**src/rtl/prio_encoder_rr.sv**
```systemverilog
// Registered N-way priority encoder with run-time fixed/round-robin selection.
// The output is carried on a valid/ready handshake with a multi-hot flag.
module prio_encoder_rr #(
  parameter int unsigned N = 4
) (
  input  logic                 clk,
  input  logic                 rst_n,
  input  logic                 en,
  input  logic                 mode,
  input  logic [N-1:0]         req,
  output logic                 in_ready,
  output logic [$clog2(N)-1:0] out_code,
  output logic                 out_multi,
  output logic                 out_valid,
  input  logic                 out_ready
);

  localparam int unsigned W = $clog2(N);

  logic [W-1:0] ptr_q,      ptr_d;
  logic [W-1:0] out_code_q, out_code_d;
  logic         out_multi_q, out_multi_d;
  logic         out_valid_q, out_valid_d;

  logic [W-1:0] grant_c;
  logic         multi_c;
  logic         cap_c;
  logic [W-1:0] idx;
  int unsigned  base;

  assign in_ready = !out_valid_q || out_ready;
  assign cap_c    = en && (|req) && in_ready;

  // More than one bit set: clearing the lowest set bit leaves something behind.
  assign multi_c  = |(req & (req - N'(1)));

  // Search order base-1, base-2, ... wrapping to base. Fixed priority is base=0,
  // which visits N-1 down to 0. Iterating from the far end lets the nearest win.
  always_comb begin
    grant_c = '0;
    idx     = '0;
    base    = mode ? 32'(ptr_q) : 32'd0;
    for (int unsigned k = N; k >= 1; k--) begin
      idx = W'((base + N - k) % N);
      if (req[idx]) grant_c = idx;
    end
  end

  // Next-state: capture wins over drain so back-to-back grants keep valid high.
  always_comb begin
    ptr_d       = ptr_q;
    out_code_d  = out_code_q;
    out_multi_d = out_multi_q;
    out_valid_d = out_valid_q;
    if (cap_c) begin
      out_code_d  = grant_c;
      out_multi_d = multi_c;
      out_valid_d = 1'b1;
      if (mode) ptr_d = grant_c;
    end else if (out_valid_q && out_ready) begin
      out_valid_d = 1'b0;
    end
  end

  always_ff @(posedge clk or negedge rst_n) begin
    if (!rst_n) begin
      ptr_q       <= '0;
      out_code_q  <= '0;
      out_multi_q <= 1'b0;
      out_valid_q <= 1'b0;
    end else begin
      ptr_q       <= ptr_d;
      out_code_q  <= out_code_d;
      out_multi_q <= out_multi_d;
      out_valid_q <= out_valid_d;
    end
  end

  assign out_code  = out_code_q;
  assign out_multi = out_multi_q;
  assign out_valid = out_valid_q;

endmodule

```
**config.mk**
```make
export PLATFORM = sky130hd
export DESIGN_NAME = prio_encoder_rr
export DESIGN_NICKNAME = d
export VERILOG_FILES = /design/src/rtl/prio_encoder_rr.sv
export SDC_FILE = /design/constraint.sdc
export NUM_CORES = 1
export LEC_CHECK = 0
export CORE_MARGIN = 4
export CORE_UTILIZATION = 35
export CTS_CLUSTER_SIZE = 10
export DETAILED_ROUTE_END_ITERATION = 12
export DONT_BUFFER_PORTS = 1
export PLACE_DENSITY = 0.57
export SETUP_SLACK_MARGIN = 0.02
export SKIP_LAST_GASP = 1
export SLEW_MARGIN = 20
export SYNTH_ARGS = -nofsm -noshare
export SYNTH_HDL_FRONTEND = slang
export SYNTH_SLANG_ARGS = --single-unit
```
**constraint.sdc**
```tcl
create_clock -name clk -period 3.9 [get_ports clk]
set_clock_uncertainty 0.1 [all_clocks]
set_input_delay 0.39 -clock clk [delete_from_list [all_inputs] [get_ports clk]]
set_output_delay 0.39 -clock clk [all_outputs]
set_load 0.02 [all_outputs]
```
# Word-level counts from Yosys, hierarchy flattened
# Index checks and enable logic that the tools add are counted.
[op_classes]
n_addsub = 6
magnitude_cmp = 4
muxes = 15
bitwise = 1
reduce_logical = 9
[ops]
columns = ["op", "count"]
rows = [
  ["$lt 2x3->1 const B", 4],
  ["$mux 2", 5],
  ["$bmux 1 s2", 4],
  ["$reduce_or 4->1", 2],
  ["$mux 1", 6],
  ["$and 4x4->4", 1],
  ["$sub 2x1->2 const B", 2],
  ["$sub 2x2->2 const B", 2],
  ["$sub 4x1->4 const B", 1],
  ["$logic_and 1x1->1", 3],
  ["$add 2x1->2 const B", 1],
  ["$reduce_and 2->1", 1],
  ["$reduce_bool 2->1", 1],
  ["$logic_not 1->1", 1],
  ["$logic_or 1x1->1", 1],
]
[word_totals]
ff_bits = 6
in_bits = 9
out_inout_bits = 5
wordCells = 39

# Depth between registers and ports, before layout
[logic_depth]
depth_word = 9
ltp_mapped = 6
ltp_nobuf = 5

# Least setup slack after synthesis
# Ideal clock, no wire load.
[synth_path]
path_kind = "input -> register"
from = "in req[3]"
to = "reg out_code_q[0] (netlist: out_code[0])"
setup_ps = 92
arrival_time_ps = 1494
t_required_ps = 3708
slack_ps = 2214
stages = 6
path_buffers = 1
cell_sequence = "buf_2 > and3b_2 > o21ai_1 > a22oi_1 > mux2_2 > o31ai_2"
[synth_between]
elab_chain_cells = 6
word_cells_on_any_way = 15
[synth_lines]
columns = ["element", "line_no", "source"]
rows = [
  ["from (decl)", "10", "input logic [N-1:0] req,"],
  ["$bmux 1 s2", "45", "if (req[idx]) grant_c = idx;"],
  ["$mux 1 (not written as such)", "45", ""],
  ["$mux 2 (4 in series)", "45", ""],
  ["to (signal assigned)", "73", "out_code_q <= out_code_d;"],
  ["to (decl)", "21", "logic [W-1:0] out_code_q, out_code_d;"],
]
# Several ways; a longest one is shown, not always the timed one. The select of a mux whose other input is x is not followed.
# A chain may end at the register's enable or synchronous reset.

# Worst setup path in the final report
[layout_path]
from = "reg ptr_q[0]"
to = "reg out_code_q[0] (netlist: out_code[0])"
[layout_between]
elab_chain_cells = 9
word_cells_on_any_way = 18
[layout_lines]
columns = ["element", "line_no", "source"]
rows = [
  ["from (decl)", "20", "logic [W-1:0] ptr_q, ptr_d;"],
  ["from (signal assigned)", "72", "ptr_q <= ptr_d;"],
  ["$mux 2 (*)", "42", "base = mode ? 32'(ptr_q) : 32'd0;"],
  ["$add 2x1->2 (*)", "44", "idx = W'((base + N - k) % N);"],
  ["$sub 2x1->2", "44", ""],
  ["$bmux 1 s2", "45", ""],
  ["$mux 1 (not written as such)", "45", ""],
  ["$mux 2 (3 in series)", "45", ""],
  ["$mux 2 (*)", "45", ""],
]
# Every way passes the cells marked *; elsewhere a longest branch is shown, timed or not. The select of a mux whose other input is x is not followed.

==> results.md <==
- Status: finished clean
- Synth Area in Simple Gates: 27.5%
- Worst R2R Start: ptr_q[0]
- Largest net degree at the start of global routing: 15
- Ant diodes: 0
- Place WS: 1.98 ns
- Clock Pin Slew Worst Setup and Hold Paths: 0.05 ns
- R2R Setup Slk: 1.97 ns
- Most frequent cells in the layout: nand2_1 (9), o21ai_0 (7), dfrtp_1 (6)
- YS warnings: 0
- Synth unique cells: 31
- Number of iterations in the first detailed-routing pass: 4
- Critical Path Sink: out_code[0]
- Placed Cells: 74
- TNS Setup: 0 ns
- Layout cells sized above 1: 16.1%
- Inserted Clock Buffers: 3
- Critical Path AT: 1.98 ns
- Gp weighted congestion: 0.760
- Mapped cell area: 547 µm²
- Seq cells post-synth: 6
- Mux contribution to synthesized area: 7.78%
- Initial antenna violation count: 0
- Power Density: 512 mW/mm²
- WS Path Type: flop to flop
- Slew margin rel.: 72.7%
- Starting Density: 36.7%
- Min Tclk post-route: 1.93 ns
- CTS tree: done
- Slew @ Worst Pin: 0.409 ns
- Drt initial violations: 18
- FF-to-FF End: out_code[0]
- Die H: 47.5 µm
- Mapped Cells: 64
- First-pass GRT wire length: 1.96 mm
- Hold Path Class: input pin to flop
- DR vias: 478
- WL per Instance: 14.6 µm
- Fin Hold WS: 0.200 ns
- Post-Synth Adder-Cell Area: 1.83%
- Worst path required time: 3.95 ns
- Final #Nets: 73
- Largest family of logic cells by synthesized area: simple AND/OR/NAND/NOR gates
- Non-Filler Instances: 78
- DRC errors left: 0
- Vias in the first global route: 431
- Unrepaired setup endpoints after global routing: false
- Fin crit share: 49.4%
- Peak supply drop: 0.288 mV
- Critical path origin: ptr_q[0]
- Post-synthesis compound-gate area fraction: 25.9%
- Synth Area in XOR/XNOR: 0%
- Max Slew Vio Count: 0
- Crit. End Element: flop
- Antenna-violating nets left: 0
- Port Buffers: 0
- H-Tree Depth: 1
- Static Leak: 0.224 nW
- Worst Hold Path Cells: 2
- Fmax: 519 MHz
- Total GRT Usage: 12.0%
- GR Overflow Total: 0
- Die W: 47.5 µm
- Root buf cell: clkbuf_4
- Most common cell after layout, fill and taps aside: nand2_1
- Max-Cap Viols: 0
- CP Launch Type: flop
- Die ar.: 0.00226 mm²
- Detailed Route WL: 1.14 mm
- Clock latency on the worst-skew pair: 0.24 ns
- Reg2Reg Depth: 5
- Clock sinks: 6
- Hold Fails Final Rpt: 0
- Top Ports: 14
- FP Rows: 14
- Syn_area_per_cell: 8.54 µm²
- Sequential share of the synthesized area: 27.5%
- Worst setup margin: 1.97 ns
- Net Count, Synth: 73
- Vias per cell: 6.13
- CORE AREA: 0.00149 mm²
- Area Growth Syn to Fin: 0.687%
- Worst Path Max Fanout: 14
- Setup Viol. Count Final: 0
- Post-CTS sizing: 0
- Clock tree buffer depth: 2
[report_power, final]
group	internal (mW)	switching (mW)
Clock	0.0347	0.0214
Combinational	0.0552	0.0466
Sequential	0.0794	0.0445
[worst max-delay path: stages, from the launching register on]
cell	delay, ns
dfrtp_1	0.58
and2_2	0.26
a32oi_1	0.12
a22oi_1	0.19
mux2_2	0.37
o31ai_2	0.21
[Yosys cell counts]
cell	n	area share, %
o21ai_1	2	1.8
a21boi_2	1	2.1
nand2_1	9	6.2
o31ai_1	2	2.7
nor3_1	1	0.91
nor2_1	1	0.69
a32oi_1	2	3.2
nand3_1	3	2.7
mux2_2	2	4.1
o31ai_2	1	2.3
buf_6	3	6.2
nand3b_2	1	2.1
a21oi_1	1	0.91
dfrtp_1	6	27
mux2i_1	2	3.7
and2_1	1	1.1
inv_1	1	0.69
and3b_1	2	3.2
and2_2	1	1.4
nand3b_1	2	2.7
a22oi_1	1	1.4
or3_1	2	2.3
maj3_1	1	1.8
clkbuf_2	1	0.91
o21ai_0	7	6.4
nand2b_1	2	2.3
o41a_1	1	2.1
o22ai_1	1	1.1
a222oi_1	1	1.8
buf_2	2	1.8
and3b_2	1	1.8
[repair_timing]
item | CTS | global route
hold buffers | 1 | 0
buffers inserted | 0 | 0
hold endpoints to repair | 6 | 0
[worst min-delay path by stage]
| stage | start | end |
|---|---|---|
| 2_1_floorplan | rst_n | out_code[0] |
| 3_3_place_gp | rst_n | out_multi |
| 3_5_place_dp | rst_n | out_multi |
| 4_1_cts | en | out_valid |
| 5_1_grt | en | out_valid |
| 6_report | en | out_valid |
[through the flow]
stage / util (%) / power [mW] / cell area, µm²
6_report: 37.0 / 0.282 / 551
3_3_place_gp: 34.8 / 0.227 / 518
3_5_place_dp: 34.8 / 0.225 / 518
5_1_grt: 37.0 / 0.307 / 551
2_1_floorplan: - / 0.227 / 547
4_1_cts: 37.0 / 0.285 / 551
[area by class of cell]
cell class,count,area (µm²)
clock buffers,3,22.5
well taps,16,20.0
inverters,1,3.75
repair buffers,1,10.0
flip-flops and latches,6,150
fillers,140,938
multi-input cells,51,344
[per-layer routing]
metal / routed length (µm) / track usage [%] / up-vias
li1: - / - / 235
met1: 514 / 16.7 / 224
met2: 527 / 17.4 / 19
met3: 99 / 5.64 / 0
met4: 0 / 1.66 / 0
met5: 0 / 0 / -
[sequential cells by signal, indices dropped and copies added, names as in the netlist]
register	cells
out_code	2
out_multi	1
out_valid	1
ptr_q	2
[cell families (layout without fill, tap and decap cells)]
logic type	Yosys count	after routing
DFF	6	6
adders and majority gates	1	1
muxes	4	4
and+or+nand+nor	26	26
AOI/OAI and AO/OA	20	20
buffers and inverters	7	5
Note: power is estimated with default switching activity, not from simulation.
==> edit, RTL diff (same settings) <==
Register the input `mode` before use, cleared by the reset. The logic sees it one clock later. The other inputs are not delayed to match.
--- a/src/rtl/prio_encoder_rr.sv
+++ b/src/rtl/prio_encoder_rr.sv
@@ -17,4 +17,14 @@
 
   localparam int unsigned W = $clog2(N);
+
+  logic mode_q;
+
+  always_ff @(posedge clk or negedge rst_n) begin
+    if (!rst_n) begin
+      mode_q <= '0;
+    end else begin
+      mode_q <= mode;
+    end
+  end
 
   logic [W-1:0] ptr_q,      ptr_d;
@@ -40,5 +50,5 @@
     grant_c = '0;
     idx     = '0;
-    base    = mode ? 32'(ptr_q) : 32'd0;
+    base    = mode_q ? 32'(ptr_q) : 32'd0;
     for (int unsigned k = N; k >= 1; k--) begin
       idx = W'((base + N - k) % N);
@@ -57,5 +67,5 @@
       out_multi_d = multi_c;
       out_valid_d = 1'b1;
-      if (mode) ptr_d = grant_c;
+      if (mode_q) ptr_d = grant_c;
     end else if (out_valid_q && out_ready) begin
       out_valid_d = 1'b0;
Function: changed (a bounded check fails within 4 cycles, from zero or initial values and one cycle with rst_n low).
==> edit against the original RTL <==
  * First-iteration DRC count fell by 39%
  * Global-route usage rose by 0.92 points
  * Critical path depth rose by 1
  * Cell area rose by 1.1%
  * Count of clock-buffer cells in the layout rose by 1
  * Worst setup slack got worse by 15 ps
  * Synthesized area fell by 3.0%
  * Largest cell class unchanged
  * Sequential power rose by 30%
  * Sequential cell count rose by 1
  * Core utilization rose by 3.8 points
  * Routed wire length rose by 3.3%
  * Power rose by 26%
==> edit: results <==
set metrics [dict create \
    reg2reg_slack_ps 1960 \
    grt_pass1_wl_microns 1920 \
    hp-start "mode" \
    dp_cells 72 \
    peakVddDrop_v 0.000339 \
    synth.distinct_cells 32 \
    drive_above_1_share 0.145 \
    synth-xor-area-share 0.0165 \
    wl_met1_microns 537 \
    vias_per_cell 5.94 \
    wl_per_cell_microns 15.3 \
    nFillCells 145 \
    grtUsageTotal 0.130 \
    top_layer "met4" \
    gp_congestion 0.795 \
    cts_made_buffers 3 \
    drtPass1Iterations 5 \
    grt_max_degree 16 \
    synth_fp_nets 70 \
    diodes 0 \
    synthTopCellsByArea "dfrtp_1 33%, o21ai_0 5.7%, nand2_1 5.0%" \
    place_area_sq_um 520 \
    hold_depth 0 \
    ys_seq_area_frac 0.330 \
    p_leak_nw 0.227 \
    route.met3.wl_microns 109 \
    grt_pass1_vias 422 \
    vias 457 \
    cts_resized 0 \
    synth_compound_area_frac 0.276 \
    crit_fanout 15 \
    ys_ff_latch 7 \
    status "finished, final reports clean" \
    max_slew.worst_pin.slew_ps 506 \
    drt_iter0_drc 11 \
    arrival_ps 2010 \
    synthTopCellsByCount "7 x dfrtp_1, 7 x nand2_1, 6 x o21ai_0" \
    dr_wl_met2_microns 521 \
    hold_buffers 1 \
    synth_fa_ha_area_frac 0.0189 \
    r2r_cells 6 \
    crit_start "ptr_q[0]" \
    whs_endpoint "mode_q" \
    avgSynthCellArea_sq_um 8.70 \
    synthMuxAreaShare 0.0802 \
]
-- edit: worst max-delay path: stages, from the launching register on --
cell and delay (ps):
dfrtp_1 650, nor2b_1 130, o2bb2ai_1 150, a221oi_1 250
o31a_1 240, o2111ai_1 130, a31oi_1 200
-- edit: logic make-up after synthesis --
family	after synthesis
fa+ha+maj	1
simple gates	21
xor+xnor	1
flops	7
buf+inv	6
compound gates	21
mux	4
-- edit: final cells by class --
type / count / area [sq um] / area share
Multi-Input combinational cell: 48 / 319 / 0.573
Sequential cell: 7 / 175 / 0.315
Clock buffer: 4 / 26.3 / 0.0472
Tap cell: 15 / 18.8 / 0.0337
Timing Repair Buffer: 1 / 10.0 / 0.0180
Inverter: 2 / 7.51 / 0.0135
-- edit: power breakdown --
group          total (W)  internal, W  switching, W
combinational   0.000130    0.0000727     0.0000568
sequential      0.000161    0.0000951     0.0000656
clock          0.0000652    0.0000390     0.0000262
total           0.000355     0.000207      0.000149
-- edit: stage by stage --
stage | hold slack (ps) | utilization
final | 72.2 | 0.408
after floorplan | -5.59 | -
after global routing | 49.7 | 0.408
after CTS | 63.8 | 0.408
after global placement | -5.40 | 0.381
after detailed placement | -5.40 | 0.381
-- edit: worst max path at each step --
| stage | slack [ps] | cells past startpoint | end |
|---|---|---|---|
| after floorplan | 2270 | 4 | ptr_q[1] |
| after global placement | 2000 | 6 | ptr_q[0] |
| after detailed placement | 2010 | 6 | out_code[0] |
| after CTS | 2010 | 6 | out_code[0] |
| after global routing | 1850 | 6 | out_code[0] |
| final | 1960 | 6 | out_code[0] |
-- edit: per-layer routing --
metal / vias to the layer above / GRT usage
li1: 228 / -
met1: 210 / 0.174
met2: 17 / 0.165
met3: 2 / 0.0575
met4: 0 / 0.0829
met5: - / 0
